[src/rtl/fc_quant_pkg.sv]
// fc_quant_pkg
//   Shared widths and types for the FC accumulate/requantize datapath, plus
//   requant_ref(), a plain-arithmetic requantization reference used by the
//   scoreboard to score the hardware against the golden software flow.
package fc_quant_pkg;

    localparam int ACC_W  = 32;
    localparam int PROD_W = 32;
    localparam int MUL_W  = 64;
    localparam int DATA_W = 8;

    typedef logic signed [ACC_W-1:0]  acc_t;
    typedef logic signed [PROD_W-1:0] prod_t;
    typedef logic signed [MUL_W-1:0]  mul_t;
    typedef logic signed [DATA_W-1:0] q8_t;

    // dot: wrapped 32-bit dot product of the neuron. Returns the int8 output.
    function automatic q8_t requant_ref(input acc_t dot, input acc_t bias,
                                        input logic relu_en, input acc_t quant_mult,
                                        input acc_t quant_shift, input q8_t out_zp,
                                        input logic saturate);
        acc_t              sum;
        mul_t              prod;
        mul_t              scaled;
        int                total_shift;
        logic signed [15:0] o16;
        q8_t               res;
        sum = dot + bias;
        if (relu_en && sum < 0) sum = '0;
        prod        = mul_t'(sum) * mul_t'(quant_mult);
        total_shift = 31 - int'(quant_shift);
        scaled      = (prod + (mul_t'(1) <<< (total_shift - 1))) >>> total_shift;
        o16         = scaled[15:0] + 16'(out_zp);
        res         = q8_t'(o16[7:0]);
        if (saturate) begin
            if (o16 > 16'sd127)       res = 8'sh7f;
            else if (o16 < -16'sd128) res = -8'sd128;
        end
        return res;
    endfunction

endpackage

[src/rtl/fc_requantizer.sv]
// fc_requantizer
//   Three-stage requantization pipe behind the accumulator. Every register
//   advances only when i_en (the global advance) is high.
//     S1: sum = acc + bias, optional ReLU
//     S2: 64-bit product with quant_mult
//     S3: round, arithmetic shift, add zero-point, truncate or clamp to int8
// Ports
//   i_clk, i_rst          clock, synchronous active-high reset
//   i_en                  pipe advance
//   i_valid, i_acc, i_bias, i_relu_en, i_idx   finished neuron entering S1
//   i_quant_mult, i_quant_shift, i_out_zp      layer-static requant params
//   o_valid, o_data, o_idx                     output register
module fc_requantizer
    import fc_quant_pkg::*;
#(
    parameter int IDX_W    = 8,
    parameter bit SATURATE = 1'b0
) (
    input  logic             i_clk,
    input  logic             i_rst,
    input  logic             i_en,
    input  logic             i_valid,
    input  acc_t             i_acc,
    input  acc_t             i_bias,
    input  logic             i_relu_en,
    input  logic [IDX_W-1:0] i_idx,
    input  acc_t             i_quant_mult,
    input  acc_t             i_quant_shift,
    input  q8_t              i_out_zp,
    output logic             o_valid,
    output logic [7:0]       o_data,
    output logic [IDX_W-1:0] o_idx
);

    logic             s1_v, s2_v, s3_v;
    acc_t             s1_acc, s1_bias;
    logic             s1_relu;
    logic [IDX_W-1:0] s1_idx, s2_idx, s3_idx;
    acc_t             s2_r;
    mul_t             s3_p;

    acc_t               sum;
    acc_t               relu_sum;
    mul_t               product;
    acc_t               total_shift;
    logic [5:0]         shift_amt;
    mul_t               round_inc;
    mul_t               p_round;
    logic signed [15:0] o16;
    logic [7:0]         q_sat;
    logic [7:0]         q_out;

    assign sum      = s1_acc + s1_bias;
    assign relu_sum = (s1_relu && sum[31]) ? '0 : sum;
    assign product  = mul_t'(s2_r) * mul_t'(i_quant_mult);

    // Legal total shift is 1..62, so the low 6 bits carry the whole amount.
    assign total_shift = 32'sd31 - i_quant_shift;
    assign shift_amt   = total_shift[5:0];
    assign round_inc   = mul_t'(1) << (shift_amt - 6'd1);
    assign p_round     = s3_p + round_inc;
    assign o16         = 16'(p_round >>> shift_amt) + {{8{i_out_zp[7]}}, i_out_zp};

    always_comb begin
        q_sat = o16[7:0];
        if (o16 > 16'sd127)       q_sat = 8'h7f;
        else if (o16 < -16'sd128) q_sat = 8'h80;
    end

    assign q_out = SATURATE ? q_sat : o16[7:0];

    always_ff @(posedge i_clk) begin
        if (i_en) begin
            if (i_valid) begin
                s1_acc  <= i_acc;
                s1_bias <= i_bias;
                s1_relu <= i_relu_en;
                s1_idx  <= i_idx;
            end
            if (s1_v) begin
                s2_r   <= relu_sum;
                s2_idx <= s1_idx;
            end
            if (s2_v) begin
                s3_p   <= product;
                s3_idx <= s2_idx;
            end
        end
    end

    always_ff @(posedge i_clk) begin
        if (i_rst) begin
            s1_v    <= 1'b0;
            s2_v    <= 1'b0;
            s3_v    <= 1'b0;
            o_valid <= 1'b0;
            o_data  <= '0;
            o_idx   <= '0;
        end else if (i_en) begin
            s1_v    <= i_valid;
            s2_v    <= s1_v;
            s3_v    <= s2_v;
            o_valid <= s3_v;
            if (s3_v) begin
                o_data <= q_out;
                o_idx  <= s3_idx;
            end
        end
    end

    a_shift_legal : assert property (@(posedge i_clk) disable iff (i_rst)
        s3_v |-> (total_shift >= 32'sd1 && total_shift <= 32'sd62));

endmodule

[src/rtl/fc_requant_stage.sv]
// fc_requant_stage
//   Accumulates the signed product stream of one neuron, then hands the dot
//   product with its bias/ReLU setting to the requantizer pipe. One int8
//   result per neuron, tagged with its index within the layer.
// Ports
//   i_clk, i_rst                  clock, synchronous active-high reset
//   i_layer_start                 clear neuron index, restart accumulation
//   i_valid, o_ready, i_product, i_last, i_bias, i_relu_en   product beats
//   i_quant_mult, i_quant_shift, i_out_zp                    layer params
//   o_valid, i_ready, o_data, o_idx                          results
module fc_requant_stage
    import fc_quant_pkg::*;
#(
    parameter int IDX_W    = 8,
    parameter bit SATURATE = 1'b0
) (
    input  logic               i_clk,
    input  logic               i_rst,
    input  logic               i_layer_start,
    input  logic               i_valid,
    output logic               o_ready,
    input  logic signed [31:0] i_product,
    input  logic               i_last,
    input  logic signed [31:0] i_bias,
    input  logic               i_relu_en,
    input  logic signed [31:0] i_quant_mult,
    input  logic signed [31:0] i_quant_shift,
    input  logic signed [7:0]  i_out_zp,
    output logic               o_valid,
    input  logic               i_ready,
    output logic [7:0]         o_data,
    output logic [IDX_W-1:0]   o_idx
);

    logic             adv;
    logic             hs;
    logic             first_q;
    acc_t             acc_q;
    acc_t             acc_next;
    logic [IDX_W-1:0] idx_q;
    logic [IDX_W-1:0] idx_base;
    logic             done_valid;

    assign adv     = !o_valid || i_ready;
    assign o_ready = adv;
    assign hs      = i_valid && adv;

    // A layer start on the same cycle as a beat makes that beat the first term.
    assign acc_next   = (first_q || i_layer_start) ? i_product : acc_q + i_product;
    assign idx_base   = i_layer_start ? '0 : idx_q;
    assign done_valid = hs && i_last;

    always_ff @(posedge i_clk) begin
        if (i_rst) begin
            acc_q   <= '0;
            first_q <= 1'b1;
            idx_q   <= '0;
        end else begin
            if (hs) begin
                acc_q   <= acc_next;
                first_q <= i_last;
            end else if (i_layer_start) begin
                first_q <= 1'b1;
            end
            idx_q <= done_valid ? idx_base + IDX_W'(1) : idx_base;
        end
    end

    // The index travels with the neuron, so results already in the pipe keep
    // theirs across a layer start.
    fc_requantizer #(
        .IDX_W   (IDX_W),
        .SATURATE(SATURATE)
    ) u_requantizer (
        .i_clk        (i_clk),
        .i_rst        (i_rst),
        .i_en         (adv),
        .i_valid      (done_valid),
        .i_acc        (acc_next),
        .i_bias       (i_bias),
        .i_relu_en    (i_relu_en),
        .i_idx        (idx_base),
        .i_quant_mult (i_quant_mult),
        .i_quant_shift(i_quant_shift),
        .i_out_zp     (i_out_zp),
        .o_valid      (o_valid),
        .o_data       (o_data),
        .o_idx        (o_idx)
    );

endmodule

[config.mk]
export PLATFORM = sky130hd
export DESIGN_NAME = fc_requant_stage
export DESIGN_NICKNAME = d
export VERILOG_FILES = /design/src/rtl/fc_quant_pkg.sv /design/src/rtl/fc_requantizer.sv /design/src/rtl/fc_requant_stage.sv
export SDC_FILE = /design/constraint.sdc
export NUM_CORES = 2
export LEC_CHECK = 0
export ABC_AREA = 1
export ABC_CLOCK_PERIOD_IN_PS = 8600
export CAP_MARGIN = 5
export CORE_UTILIZATION = 59
export DETAILED_ROUTE_END_ITERATION = 7
export PLACE_DENSITY_LB_ADDON = 0.08
export SLEW_MARGIN = 20
export SYNTH_ARGS = -nofsm -noshare
export SYNTH_HDL_FRONTEND = slang
export SYNTH_SLANG_ARGS = --single-unit
[constraint.sdc]
create_clock -name i_clk -period 8.6 [get_ports i_clk]
set_input_delay 1.72 -clock i_clk [delete_from_list [all_inputs] [get_ports i_clk]]
set_output_delay 1.72 -clock i_clk [all_outputs]
set_load 0.02 [all_outputs]
==> metrics.cfg <==
[timing]
slew_headroom_pct = 30.61
setup_viol = 0
rsz0062_at_grt = true
fin_crit_ps = 8439
finalCritPeriodShare_pct = 98.12
tightest_slew_ps = 1041
finClkSkew_ps = 23.85
slew_violations = 0
max_freq_mhz = 118.5
worst_slack_ps = 161.4
hold_violations = 0

[routing]
ant_nets = 0
wl_um = 174400
routedWlPerCell_um = 18.65
route.detailed.drc = 10
via_count = 49662
drt_iter0_drc = 4187
drt_pre_antenna_iters = 8
via_per_inst = 5.311

[worst_setup_path]
required_ps = 8910
criticalPathCategory = in -> reg
worst_path_most_repeated_cell = fa_1
critPathArrivalTime_ps = 8750
max_stage_delay_ps = 550
end_kind = flip-flop
cpMaxStageDelayCell = fa_1
critPathLaunchType = input pin
crit_path_max_fanout = 11

[run_status]
violations = design-rule violations
status = finished with violations

[synthesis]
synth_cell_types = 61
yosysWarnings = 0
synth-async-reset-ratio_pct = 0
syn-instance-count = 7684
yosys_register_bits = 246
netlist_top_cells_area = fa_1, nand2_1, inv_1, edfxtp_1, ha_1
yosysTopAreaCellShare_pct = 37.59
yosysSeqAreaShare_pct = 11.72
ys.flop_type = edfxtp_1
netlist_area_um2 = 57830
avgSynthCellArea_um2 = 7.526
synth.largest_area_cell = fa_1
synth_nets = 9230
synth_edf_count = 185

[place]
dp_slack_ps = -687.0
dp_hpwl_um = 144200
io_buffers = 134
routabilityCongestion = 0.9938

[grt]
grt_max_degree = 77
grt_pass1_wl_um = 271500
grt_use_total_pct = 35.41
grt_overflow = 0
antenna_found_initial = 2
grt_pass1_vias = 51125

[die]
initial_core_util_pct = 59.71
num_rows = 114
coreArea_um2 = 96850
die_y_um = 315.1
die_area_um2 = 99270
die_w_um = 315.1
io_pins = 161

[clock_network]
clk_pin_slew_ps = 90
cts_root_buffer = clkbuf_16
ctsHoldBuffers = 0
numCtsBuffers = 24
numClockSinks = 246
worstSkewPairLatency_ps = 570
cts_tree = done
cts_buffer_depth = 3
ctsHtreeMaxLevel = 1

[layout]
fill_cells = 8436
drive_gt1_share_pct = 9.884
layout.nets = 9602
ff_latch_area_um2 = 6777
synthToLayoutAreaGrowth_pct = 13.79
multi_input_area_um2 = 42820

[job]
max-cap-violations = 0

[hold_path]
min_path_type = reg -> reg

## cell type report
| type | count | area share (%) |
|---|---|---|
| Clock buffer | 24 | 0.9127 |
| Antenna cell | 1 | 0.003803 |
| Timing Repair Buffer | 626 | 8.893 |
| Tap cell | 1276 | 2.426 |
| Inverter | 2104 | 12.01 |
| Multi-Input combinational cell | 5054 | 65.08 |
| Clock inverter | 20 | 0.3784 |
| Sequential cell | 246 | 10.30 |
## layout by cell type (no fill, tap or decap), drive strengths merged, types with 2 or more instances in the layout
cell type,instances
clkdlybuf4s50,117
dfxtp,61
nand4,23
o21a,10
nand3,295
dlymetal6s2s,11
nor3,27
o31a,2
o311ai,3
mux2i,2
a31oi,40
a21oi,225
o221ai,12
o2111ai,2
a21o,8
or2,23
and3,2
fa,1086
a211oi,5
a21boi,4
o211ai,14
buf,483
xor2,87
nand2,2126
o31ai,8
o211a,2
ha,317
nor4,13
clkbuf,39
clkinvlp,5
clkinv,16
edfxtp,185
o21bai,11
inv,2100
xnor2,63
o21ai,194
bufinv,3
nor2,431
nand3b,13
## registers in the layout, indices dropped and copies added, names as in the netlist, 8 cells and up
name / cells
u_requantizer.s1_bias: 32
u_requantizer.s2_idx: 8
acc_q: 32
u_requantizer.o_data: 8
u_requantizer.o_idx: 8
u_requantizer.s1_acc: 32
u_requantizer.s3_idx: 8
u_requantizer.s2_r: 32
u_requantizer.s3_p: 64
idx_q: 8
u_requantizer.s1_idx: 8
## layer usage
layer,vias up,track usage (%),part of all wire (%)
met1,24164,46.41,40
li1,23145,-,-
met4,0,15.20,4.9
met2,1930,59.28,47
met3,423,4.381,7.8
met5,-,0,0
## path summary, 6_finish.rpt
check	from	slack (ps)	endpoint	depth (start not counted)
min	u_requantizer.s2_idx[0]	400	u_requantizer.s3_idx[0]	0
max	i_quant_mult[12]	160	u_requantizer.s3_p[52]	30
max reg2reg	u_requantizer.s2_r[11]	770	u_requantizer.s3_p[63]	26
min reg2reg	u_requantizer.s2_idx[0]	400	u_requantizer.s3_idx[0]	0
## through the flow
| step | util, % | hold WS [ps] | cell area (µm²) | TNS [ps] | cells |
|---|---|---|---|---|---|
| finish | 67.95 | 401.5 | 65810 | 0 | 9351 |
| global route | 67.94 | 418.5 | 65800 | -447.7 | 9350 |
| CTS | 66.67 | 417.9 | 64570 | -18.72 | 9315 |
| detailed placement | 65.68 | 404.5 | 63610 | -17490 | 9268 |
| global placement | 65.68 | 400.4 | 63610 | -16490 | 9268 |
| floorplan | - | 400.3 | 57850 | 0 | 7684 |
## cell usage after synthesis (12+ instances only)
cell	n
nand2_1	2105
inv_1	2094
fa_1	1086
nor2_1	415
ha_1	317
nand3_1	280
clkbuf_1	232
a21oi_1	214
edfxtp_1	185
o21ai_0	165
xor2_1	86
xnor2_1	63
dfxtp_1	61
a31oi_1	40
nor3_1	26
buf_1	24
nand4_1	22
nand2_2	21
buf_2	20
o21ai_1	18
or2_2	18
nand3_2	15
nor2_2	13
nor4_1	13
o211ai_1	13
nand3b_1	12
o221ai_1	12
## worst max-delay path, delay by kind of cell
family / cells / cell delay [ps]
and+or+nand+nor: 3 / 240
buffers and inverters: 12 / 1570
adders and majority gates: 9 / 4240
AOI/OAI and AO/OA: 5 / 820
xor gates and xnor gates: 1 / 130
## kinds of logic after synthesis
group / share of synthesized area (%)
simple gates: 20.58
buf+inv: 15.54
fa+ha+maj: 44.45
compound gates: 5.389
flops: 11.72
xor+xnor: 2.285
mux: 0.03462
## timing repair
action                                  CTS  global route
cloned                                    0            13
endpoints found under the setup margin   15            27
resized for setup                        19           195
buffers inserted                          4            24
pin swaps                                 3           116
Power is not shown: default switching activity piles up to over one toggle a cycle in this logic, so the estimate is an artifact.
